==> src/rtl/m_mpu_pkg.sv <==
`default_nettype none
// ============================================================================
// Module      : m_mpu_pkg
// Description : Shared MPU datapath constants: beat modes and deserialiser
//               state encoding.
// Revision    : 1.0 - initial release
// ============================================================================
package m_mpu_pkg;

    localparam logic MODE_SEQ  = 1'b0;
    localparam logic MODE_ADDR = 1'b1;

    typedef enum logic [1:0] {
        EMPTY   = 2'd0,
        FILL    = 2'd1,
        PENDING = 2'd2
    } state_t;

endpackage
`default_nettype wire

==> src/rtl/m_out_slot.sv <==
`default_nettype none
// ============================================================================
// Module      : m_out_slot
// Description : One-entry valid/ready holding register for a word plus count.
// Revision    : 1.0 - initial release
// ============================================================================
module m_out_slot #(
    parameter int WORD = 8,
    parameter int CNTW = 4
) (
    input  logic            clk,
    input  logic            rst_n,
    input  logic            load,
    input  logic [WORD-1:0] load_line,
    input  logic [CNTW-1:0] load_cnt,
    input  logic            out_ready,
    output logic            free,
    output logic            out_valid,
    output logic [WORD-1:0] out_line,
    output logic [CNTW-1:0] out_cnt
);

    logic            r_valid;
    logic [WORD-1:0] r_line;
    logic [CNTW-1:0] r_cnt;

    assign free      = !r_valid || out_ready;
    assign out_valid = r_valid;
    assign out_line  = r_line;
    assign out_cnt   = r_cnt;

    // Contents only change on load, so the word is stable while stalled.
    always_ff @(posedge clk or negedge rst_n) begin
        if (!rst_n) begin
            r_valid <= 1'b0;
            r_line  <= '0;
            r_cnt   <= '0;
        end else if (load) begin
            r_valid <= 1'b1;
            r_line  <= load_line;
            r_cnt   <= load_cnt;
        end else if (out_ready) begin
            r_valid <= 1'b0;
        end
    end

endmodule
`default_nettype wire

==> src/rtl/m_demux_deser.sv <==
`default_nettype none
// ============================================================================
// Module      : m_demux_deser
// Description : Serial-to-parallel demultiplexer with sequential or addressed
//               bit placement and a one-word valid/ready output slot.
// Revision    : 1.0 - initial release
// ============================================================================
module m_demux_deser
    import m_mpu_pkg::*;
#(
    parameter int WORD = 8,
    parameter int MUX  = 3
) (
    input  logic             clk,
    input  logic             rst_n,
    input  logic             in_valid,
    output logic             in_ready,
    input  logic             in_bit,
    input  logic             in_mode,
    input  logic [MUX-1:0]   in_sel,
    input  logic             in_last,
    output logic             out_valid,
    input  logic             out_ready,
    output logic [WORD-1:0]  out_line,
    output logic [MUX:0]     out_cnt,
    output logic             err
);

    localparam int              CNTW       = MUX + 1;
    localparam logic [CNTW-1:0] c_cnt_max  = '1;
    localparam logic [CNTW-1:0] c_word     = CNTW'(WORD);
    localparam logic [MUX-1:0]  c_last_ptr = MUX'(WORD - 1);

    state_t          r_state;
    state_t          w_state_next;
    logic [WORD-1:0] r_asm;
    logic [WORD-1:0] w_asm_beat;
    logic [WORD-1:0] w_mask;
    logic [MUX-1:0]  r_ptr;
    logic [MUX-1:0]  w_idx;
    logic [CNTW-1:0] r_cnt;
    logic [CNTW-1:0] w_cnt_beat;
    logic            r_err;
    logic            w_accept;
    logic            w_complete;
    logic            w_bad_sel;
    logic            w_slot_free;
    logic            w_load;
    logic [WORD-1:0] w_load_line;
    logic [CNTW-1:0] w_load_cnt;

    assign in_ready   = (r_state != PENDING);
    assign err        = r_err;
    assign w_accept   = in_valid && in_ready;
    assign w_idx      = (in_mode == MODE_ADDR) ? in_sel : r_ptr;
    assign w_bad_sel  = (in_mode == MODE_ADDR) && ({1'b0, in_sel} >= c_word);
    // An out-of-range index shifts the single bit out entirely, dropping the write.
    assign w_mask     = WORD'(1) << w_idx;
    assign w_asm_beat = (r_asm & ~w_mask) | (in_bit ? w_mask : '0);
    assign w_cnt_beat = (r_cnt == c_cnt_max) ? r_cnt : r_cnt + CNTW'(1);
    assign w_complete = in_last || ((in_mode == MODE_SEQ) && (r_ptr == c_last_ptr));

    always_ff @(posedge clk or negedge rst_n) begin
        if (!rst_n) begin
            r_state <= EMPTY;
        end else begin
            r_state <= w_state_next;
        end
    end

    always_comb begin
        w_state_next = r_state;
        w_load       = 1'b0;
        w_load_line  = w_asm_beat;
        w_load_cnt   = w_cnt_beat;
        case (r_state)
            EMPTY, FILL: begin
                if (w_accept) begin
                    if (!w_complete) begin
                        w_state_next = FILL;
                    end else if (w_slot_free) begin
                        w_load       = 1'b1;
                        w_state_next = EMPTY;
                    end else begin
                        w_state_next = PENDING;
                    end
                end
            end
            PENDING: begin
                w_load_line = r_asm;
                w_load_cnt  = r_cnt;
                if (w_slot_free) begin
                    w_load       = 1'b1;
                    w_state_next = EMPTY;
                end
            end
            default: w_state_next = EMPTY;
        endcase
    end

    // A completing beat that cannot transfer leaves the finished word in r_asm.
    always_ff @(posedge clk or negedge rst_n) begin
        if (!rst_n) begin
            r_asm <= '0;
            r_ptr <= '0;
            r_cnt <= '0;
            r_err <= 1'b0;
        end else begin
            r_err <= w_accept && w_bad_sel;
            if (w_load) begin
                r_asm <= '0;
                r_ptr <= '0;
                r_cnt <= '0;
            end else if (w_accept) begin
                r_asm <= w_asm_beat;
                r_cnt <= w_cnt_beat;
                if ((in_mode == MODE_SEQ) && !w_complete) begin
                    r_ptr <= r_ptr + MUX'(1);
                end
            end
        end
    end

    m_out_slot #(
        .WORD (WORD),
        .CNTW (CNTW)
    ) u_out_slot (
        .clk       (clk),
        .rst_n     (rst_n),
        .load      (w_load),
        .load_line (w_load_line),
        .load_cnt  (w_load_cnt),
        .out_ready (out_ready),
        .free      (w_slot_free),
        .out_valid (out_valid),
        .out_line  (out_line),
        .out_cnt   (out_cnt)
    );

endmodule
`default_nettype wire

==> config.mk <==
export PLATFORM = sky130hd
export DESIGN_NAME = m_demux_deser
export DESIGN_NICKNAME = d
export VERILOG_FILES = /design/src/rtl/m_mpu_pkg.sv /design/src/rtl/m_out_slot.sv /design/src/rtl/m_demux_deser.sv
export SDC_FILE = /design/constraint.sdc
export NUM_CORES = 1
export LEC_CHECK = 0
export BUFFER_PORTS_ARGS = -buffer_cell sky130_fd_sc_hd__buf_2
export CORE_MARGIN = 2
export CORE_UTILIZATION = 35
export DETAILED_ROUTE_END_ITERATION = 7
export GPL_TIMING_DRIVEN = 0
export HOLD_SLACK_MARGIN = 0.06
export SETUP_SLACK_MARGIN = 0.4
export SLEW_MARGIN = 40
export SYNTH_ARGS = -nofsm -noshare
export SYNTH_HDL_FRONTEND = slang
export SYNTH_HIERARCHICAL = 1
export SYNTH_SLANG_ARGS = --single-unit
==> constraint.sdc <==
create_clock -name clk -period 6.2 [get_ports clk]
set_clock_uncertainty 0.15 [all_clocks]
set_input_delay 0.62 -clock clk [delete_from_list [all_inputs] [get_ports clk]]
set_output_delay 0.62 -clock clk [all_outputs]
set_load 0.02 [all_outputs]
==> impl_metrics.py, run 1 <==
metrics = {
    "clocking": {
        "cts_root_buf": "clkbuf_8",
        "cts_buffer_depth": 2,
        "cts_resized": 0,
        "htree_num_levels": 2,
        "path_clk_slew_ns": 0.07,
        "postCtsSetupBuffers": 0,
        "insertion_delay_ns": 0.29,
        "hold_buffers": 0,
        "cts.sinks": 30,
        "numCtsBuffers": 5,
        "cts_tree": "yes",
    },
    "final_layout": {
        "antenna_cells": 0,
        "nets": 219,
        "drive_above_1_share_pct": 34.3,
        "area.growth.synth_to_final_pct": 16.0,
    },
    "setup_path": {
        "cpMaxStageDelayCell": "a2111oi_4",
        "crit_path_cell_trace": "ha_1, ha_1, nand2b_1, a2111oi_4, buf_4, buf_6, mux2_4",
        "reg2reg_depth": 7,
        "critPathCaptureType": "flip-flop",
        "worst_ep_required_time_ns": 6.22,
        "cpPeakStageDelay_ns": 0.58,
        "setup.worst_path.start_class": "flip-flop",
        "arrival_ns": 2.53,
        "cp_top_family": "compound AO/OA/AOI/OAI gates",
        "cp.buffers_inverters": 2,
        "ff2ff_setup_slack_ns": 3.69,
        "crit_type": "reg -> reg",
        "rr_endpoint": "u_out_slot/out_line[7]$_DFFE_PN0P_",
        "worst-path-max-fanout": 13,
        "crit_top_cell": "ha_1",
        "r2r-start": "r_ptr[0]$_DFFE_PN0P_",
    },
    "grt": {
        "first_global_vias": 1436,
        "grt_pass1_wl_um": 7140,
        "overflow": 0,
        "antenna_found_initial": 0,
        "grt_max_degree": 31,
        "grt_usage_pct": 15.0,
    },
    "timing": {
        "holdWs_ns": 0.212,
        "period_needed_ns": 2.51,
        "slew_headroom_pct": 55.2,
        "fin_crit_sh_pct": 40.5,
        "setup_ws_ns": 3.69,
        "hold_violations": 0,
        "setup_violations": 0,
        "rsz0062_at_grt": "no",
        "timing.final.max_slew_violations": 0,
        "worstMarginPinSlew_ns": 0.673,
        "tns_ns": 0,
        "timing.fmax_mhz": 398,
    },
    "logic_synthesis": {
        "ys_seq_area_share_pct": 38.9,
        "syn_inst": 177,
        "synth-edff-count": 0,
        "synthFlopType": "dfrtp_1",
        "netlist_area_mm2": 0.00193,
        "yosysTopAreaCell": "dfrtp_1",
        "ys_seq_elements": 30,
        "synth_top_area_share_pct": 38.9,
        "yosysWarnings": 6,
        "ys_types": 44,
        "async_flop_share_pct": 100,
        "syn_nets": 190,
        "synthTopCellsByArea": "dfrtp_1 (39%), mux2_4 (7.0%), mux2_2 (6.4%)",
        "syn_avg_cell_area_um2": 10.9,
    },
    "die": {
        "core-area_mm2": 0.00541,
        "start_util_pct": 35.7,
        "fp.dieH_um": 78.3,
        "dieArea_mm2": 0.00613,
        "num_rows": 27,
        "pin_count": 25,
        "fp.dieW_um": 78.3,
    },
    "routing": {
        "drc": 0,
        "ant_nets": 0,
        "drt-initial-drc-count": 93,
        "via_per_inst": 5.55,
        "firstDrtPassIters": 4,
        "vias": 1548,
        "wl_per_cell_um": 15.3,
        "wl_um": 4270,
    },
    "placement": {
        "routabilityCongestion": 0.786,
        "numPortBuffers": 22,
        "dp_hpwl_um": 2930,
        "dpl_worst_slack_ns": 3.55,
    },
    "power": {
        "power_frac_clock_pct": 32.4,
        "power.leakage_nw": 1.02,
        "combPwrFrac_pct": 27.1,
        "swShare_pct": 30.6,
        "power_density_mw_per_mm2": 270,
        "intPower_w": 0.000420,
        "seqPwrFrac_pct": 40.5,
        "power_switching_w": 0.000185,
        "max-vdd-ir-drop_mv": 0.201,
    },
    "status": {
        "outcome": "completed",
    },
    "min_path": {
        "hp-class": "in -> async",
    },
    "flow_run": {
        "max_cap_viol_count": 0,
    },
}
[registers in the layout, summed over array words and instances, names as in the netlist]
register and cells:
r_asm 8, u_out_slot/out_line 8, r_cnt 4, u_out_slot/out_cnt 4, r_ptr 3, r_state 2
u_out_slot/out_valid 1
[worst reg2reg max path, cell delays in order, from the launching register on]
cell	delay, ns
dfrtp_1	0.36
ha_1	0.15
ha_1	0.18
nand2b_1	0.14
a2111oi_4	0.58
buf_4	0.31
buf_6	0.21
mux2_4	0.32
[synthesized netlist by cell type (all sizes together) (5+ instances only)]
master / instances
inv: 6
nor4: 9
and4bb: 6
dfrtp: 30
o21ai: 9
mux2: 20
o31ai: 5
o2111a: 7
buf: 7
nor3: 9
a21oi: 16
clkbuf: 8
[power groups by stage]
stage	clock (W)	combinational (W)	sequential (W)
after global routing	0.000212	0.000180	0.000250
after CTS	0.000200	0.000165	0.000245
after detailed placement	0	0.000164	0.000249
after global placement	0	0.000163	0.000248
final	0.000196	0.000164	0.000245
after floorplan	0	0.0000959	0.000269
[through the flow]
| stage | total power [W] | instances | utilization, % | instance area (um^2) |
|---|---|---|---|---|
| after detailed placement | 0.000413 | 271 | 39.4 | 2130 |
| final | 0.000604 | 279 | 41.4 | 2240 |
| after floorplan | 0.000365 | 177 | - | 1930 |
| after CTS | 0.000610 | 279 | 41.4 | 2240 |
| after global routing | 0.000642 | 279 | 41.4 | 2240 |
| after global placement | 0.000411 | 271 | 39.4 | 2130 |
[cell type report]
| type | instances | area [um^2] |
|---|---|---|
| tap | 72 | 90.1 |
| buffer | 15 | 85.1 |
| timing repair buffer | 22 | 110 |
| multi-input combinational | 126 | 1070 |
| inverter | 6 | 22.5 |
| fill | 544 | 3170 |
| clock buffer | 5 | 68.8 |
| sequential | 30 | 751 |
| clock inverter | 3 | 40.0 |
[worst max-delay path by stage]
stage,start,end,depth (start not counted)
2_1_floorplan,in_mode,u_out_slot/out_cnt[0]$_DFFE_PN0P_,6
3_3_place_gp,in_mode,u_out_slot/out_line[1]$_DFFE_PN0P_,6
3_5_place_dp,in_mode,u_out_slot/out_line[1]$_DFFE_PN0P_,6
4_1_cts,r_ptr[0]$_DFFE_PN0P_,u_out_slot/out_line[7]$_DFFE_PN0P_,7
5_1_grt,r_ptr[0]$_DFFE_PN0P_,u_out_slot/out_line[1]$_DFFE_PN0P_,7
6_report,r_ptr[0]$_DFFE_PN0P_,u_out_slot/out_line[7]$_DFFE_PN0P_,7
[layout by cell type, fill, tap and decap left out, types with 4 or more instances in the layout]
master    instances
a21oi_1          16
and4bb_2          6
buf_2            24
clkbuf_1          5
clkbuf_8          5
dfrtp_1          30
inv_1             6
mux2_2           11
mux2_4            9
nand2b_1          4
nand4_1           4
nor3_1            9
nor4_1            8
o2111a_1          7
o21ai_0           8
o31ai_1           5
[routing by layer]
metal / up-vias / track usage [%] / share of wire [%] / routed length (um)
met5: - / 0 / 0 / 0
met4: 0 / 6.32 / 1.8 / 75
met3: 6 / 3.68 / 4.8 / 206
met2: 41 / 23.0 / 46 / 1950
met1: 756 / 20.3 / 48 / 2040
li1: 745 / - / - / -
[cells by family after synthesis]
kind of cell    share of synthesized area [%]
simple gates                             22.5
buf+inv                                  5.57
flops                                    38.9
fa+ha+maj                                1.94
mux                                      13.9
other cells                             0.194
compound gates                           16.5
xor+xnor                                0.454
Power figures use the tool's default switching activity.
==> run 2, diff against run 1 <==
==> constraint.sdc (replaced) <==
create_clock -name clk -period 2.6 [get_ports clk]
set_clock_uncertainty 0.15 [all_clocks]
set_input_delay 0.26 -clock clk [delete_from_list [all_inputs] [get_ports clk]]
set_output_delay 0.26 -clock clk [all_outputs]
set_load 0.02 [all_outputs]
==> run 2 against run 1 <==
Net effect: sequential power up 140%; sequential cell count unchanged; worst hold slack worse by 0.072 ns; routed wire length up 2.0%; fmax up 20%; largest cell class unchanged; non-clock buffer count up 5; utilization up 1.0 points; first-iteration DRC count down 18%.
==> impl_metrics.py, run 2 (synthesized netlist as in run 1, its figures left out) <==
metrics = {
    "final_layout": {
        "multi_input_area_mm2": 0.00108,
        "fill_cells": 536,
        "nets": 224,
        "area.growth.synth_to_final_pct": 18.8,
        "layout.cells.most_common_list": "dfrtp_1 (30), buf_2 (24), a21oi_1 (16), mux2_2 (11)",
        "final_area_mm2": 0.00229,
        "final-seq-area_um2": 751,
        "drive_above_1_share_pct": 36.3,
        "final_common_cell": "dfrtp_1",
        "fin_cells": 284,
        "antenna_cells": 0,
    },
    "status": {
        "outcome": "completed",
    },
    "grt": {
        "antenna_found_initial": 0,
        "first_global_vias": 1461,
        "grt_pass1_wl_um": 7260,
        "grt_usage_pct": 15.3,
        "overflow": 0,
        "grt_max_degree": 31,
    },
    "placement": {
        "dpl_worst_slack_ns": 0.102,
        "placed_cells": 271,
        "dp_hpwl_um": 2930,
        "placedInstanceArea_mm2": 0.00213,
        "routabilityCongestion": 0.786,
        "numPortBuffers": 22,
    },
    "setup_path": {
        "cp_top_family": "flip-flops",
        "cpPeakStageDelay_ns": 0.37,
        "critPathCaptureType": "flip-flop",
        "worst-path-max-fanout": 10,
        "arrival_ns": 2.11,
        "cpMaxStageDelayCell": "dfrtp_1",
        "crit_type": "reg -> reg",
        "cp.buffers_inverters": 2,
        "reg2reg_depth": 7,
        "setup.worst_path.start_class": "flip-flop",
        "r2r-start": "r_ptr[0]$_DFFE_PN0P_",
        "worst_ep_required_time_ns": 2.62,
        "cp_num_cells": 7,
        "setup.worst_path.start": "r_ptr[0]$_DFFE_PN0P_",
        "crit_path_cell_trace": "ha_1, ha_2, nand2b_4, a2111oi_4, buf_6, buf_6, mux2_4",
        "crit_top_cell": "buf_6",
    },
    "routing": {
        "ant_nets": 0,
        "wl_per_cell_um": 15.3,
        "vias": 1560,
        "firstDrtPassIters": 4,
        "via_per_inst": 5.49,
        "wl_um": 4350,
        "drt-initial-drc-count": 76,
        "drc": 0,
    },
    "clocking": {
        "cts_tree": "yes",
        "cts.sinks": 30,
        "insertion_delay_ns": 0.29,
        "cts_buffer_depth": 2,
        "htree_num_levels": 2,
        "path_clk_slew_ns": 0.07,
        "numCtsBuffers": 5,
        "cts_root_buf": "clkbuf_8",
    },
    "timing": {
        "timing.final.max_slew_violations": 0,
        "tns_ns": 0,
        "slew_headroom_pct": 54.6,
        "period_needed_ns": 2.09,
        "timing.fmax_mhz": 478,
        "fin_crit_sh_pct": 80.5,
        "rsz0062_at_grt": "no",
        "setup_ws_ns": 0.507,
        "hold_violations": 0,
        "worstMarginPinSlew_ns": 0.681,
        "setup_violations": 0,
    },
    "die": {
        "num_rows": 27,
        "pin_count": 25,
        "fp.dieH_um": 78.3,
        "core-area_mm2": 0.00541,
        "start_util_pct": 35.7,
        "fp.dieW_um": 78.3,
        "dieArea_mm2": 0.00613,
    },
    "min_path": {
        "min_from": "out_ready",
        "hp-class": "in -> reg",
        "min_delay_path_depth": 3,
    },
    "power": {
        "power_density_mw_per_mm2": 634,
        "power.leakage_nw": 1.05,
        "max-vdd-ir-drop_mv": 0.479,
    },
    "flow_run": {
        "max_cap_viol_count": 0,
    },
}
## run 2: path summary, 6_finish.rpt
kind,end,slack (ns)
max in group asynchronous,u_out_slot/out_line[3]$_DFFE_PN0P_,1.46
hold / removal,u_out_slot/out_valid$_DFFE_PN0P_,0.14
setup / recovery,u_out_slot/out_line[7]$_DFFE_PN0P_,0.51
min in group asynchronous,r_cnt[1]$_DFFE_PN0P_,0.39
hold reg to reg,r_state[0]$_DFFE_PN0P_,0.34
setup reg to reg,u_out_slot/out_line[7]$_DFFE_PN0P_,0.51
## run 2: area by class of cell
class,count,share of cell area [%]
tap,72,3.93
clock inverter,3,1.75
inverter,6,0.982
multi-input combinational,126,47.2
buffer,15,3.87
clock buffer,5,3.00
sequential,30,32.7
timing repair buffer,27,6.55
## run 2: metal layers
metal  routed length, um  global-route usage [%]  up-vias
met5                   0                       0        -
met4                  76                    6.32        0
met3                 169                    3.68        6
met2                2000                    23.5       36
met1                2110                    20.6      764
li1                    -                       -      754
## run 2: per-stage QoR
stage	utilization (%)	hold WS, ns	total power (W)
global route	42.4	0.151	0.00154
detailed placement	39.4	0.194	0.000984
CTS	42.2	0.140	0.00146
floorplan	-	-0.186	0.000870
global placement	39.4	0.194	0.000979
finish	42.4	0.140	0.00145
## run 2: worst min-delay path, stage by stage
cell and delay (ns):
buf_2 0.07, nand2b_1 0.14, nand2b_1 0.07
## run 2: repair_timing
item                                    CTS  global route
endpoints found under the setup margin   13            13
gates resized for setup                   1             2
pin swaps                                 1             1
setup buffers                             4             0
hold endpoints to repair                 30             0
hold buffers                              1             0
cloned                                    0             0
## run 2: where the power goes
group          internal [W]  leakage (nW)  switching [W]
Combinational      0.000190         0.593       0.000212
Clock              0.000282        0.0579       0.000185
Sequential         0.000538         0.400      0.0000463
Total               0.00101          1.05       0.000444
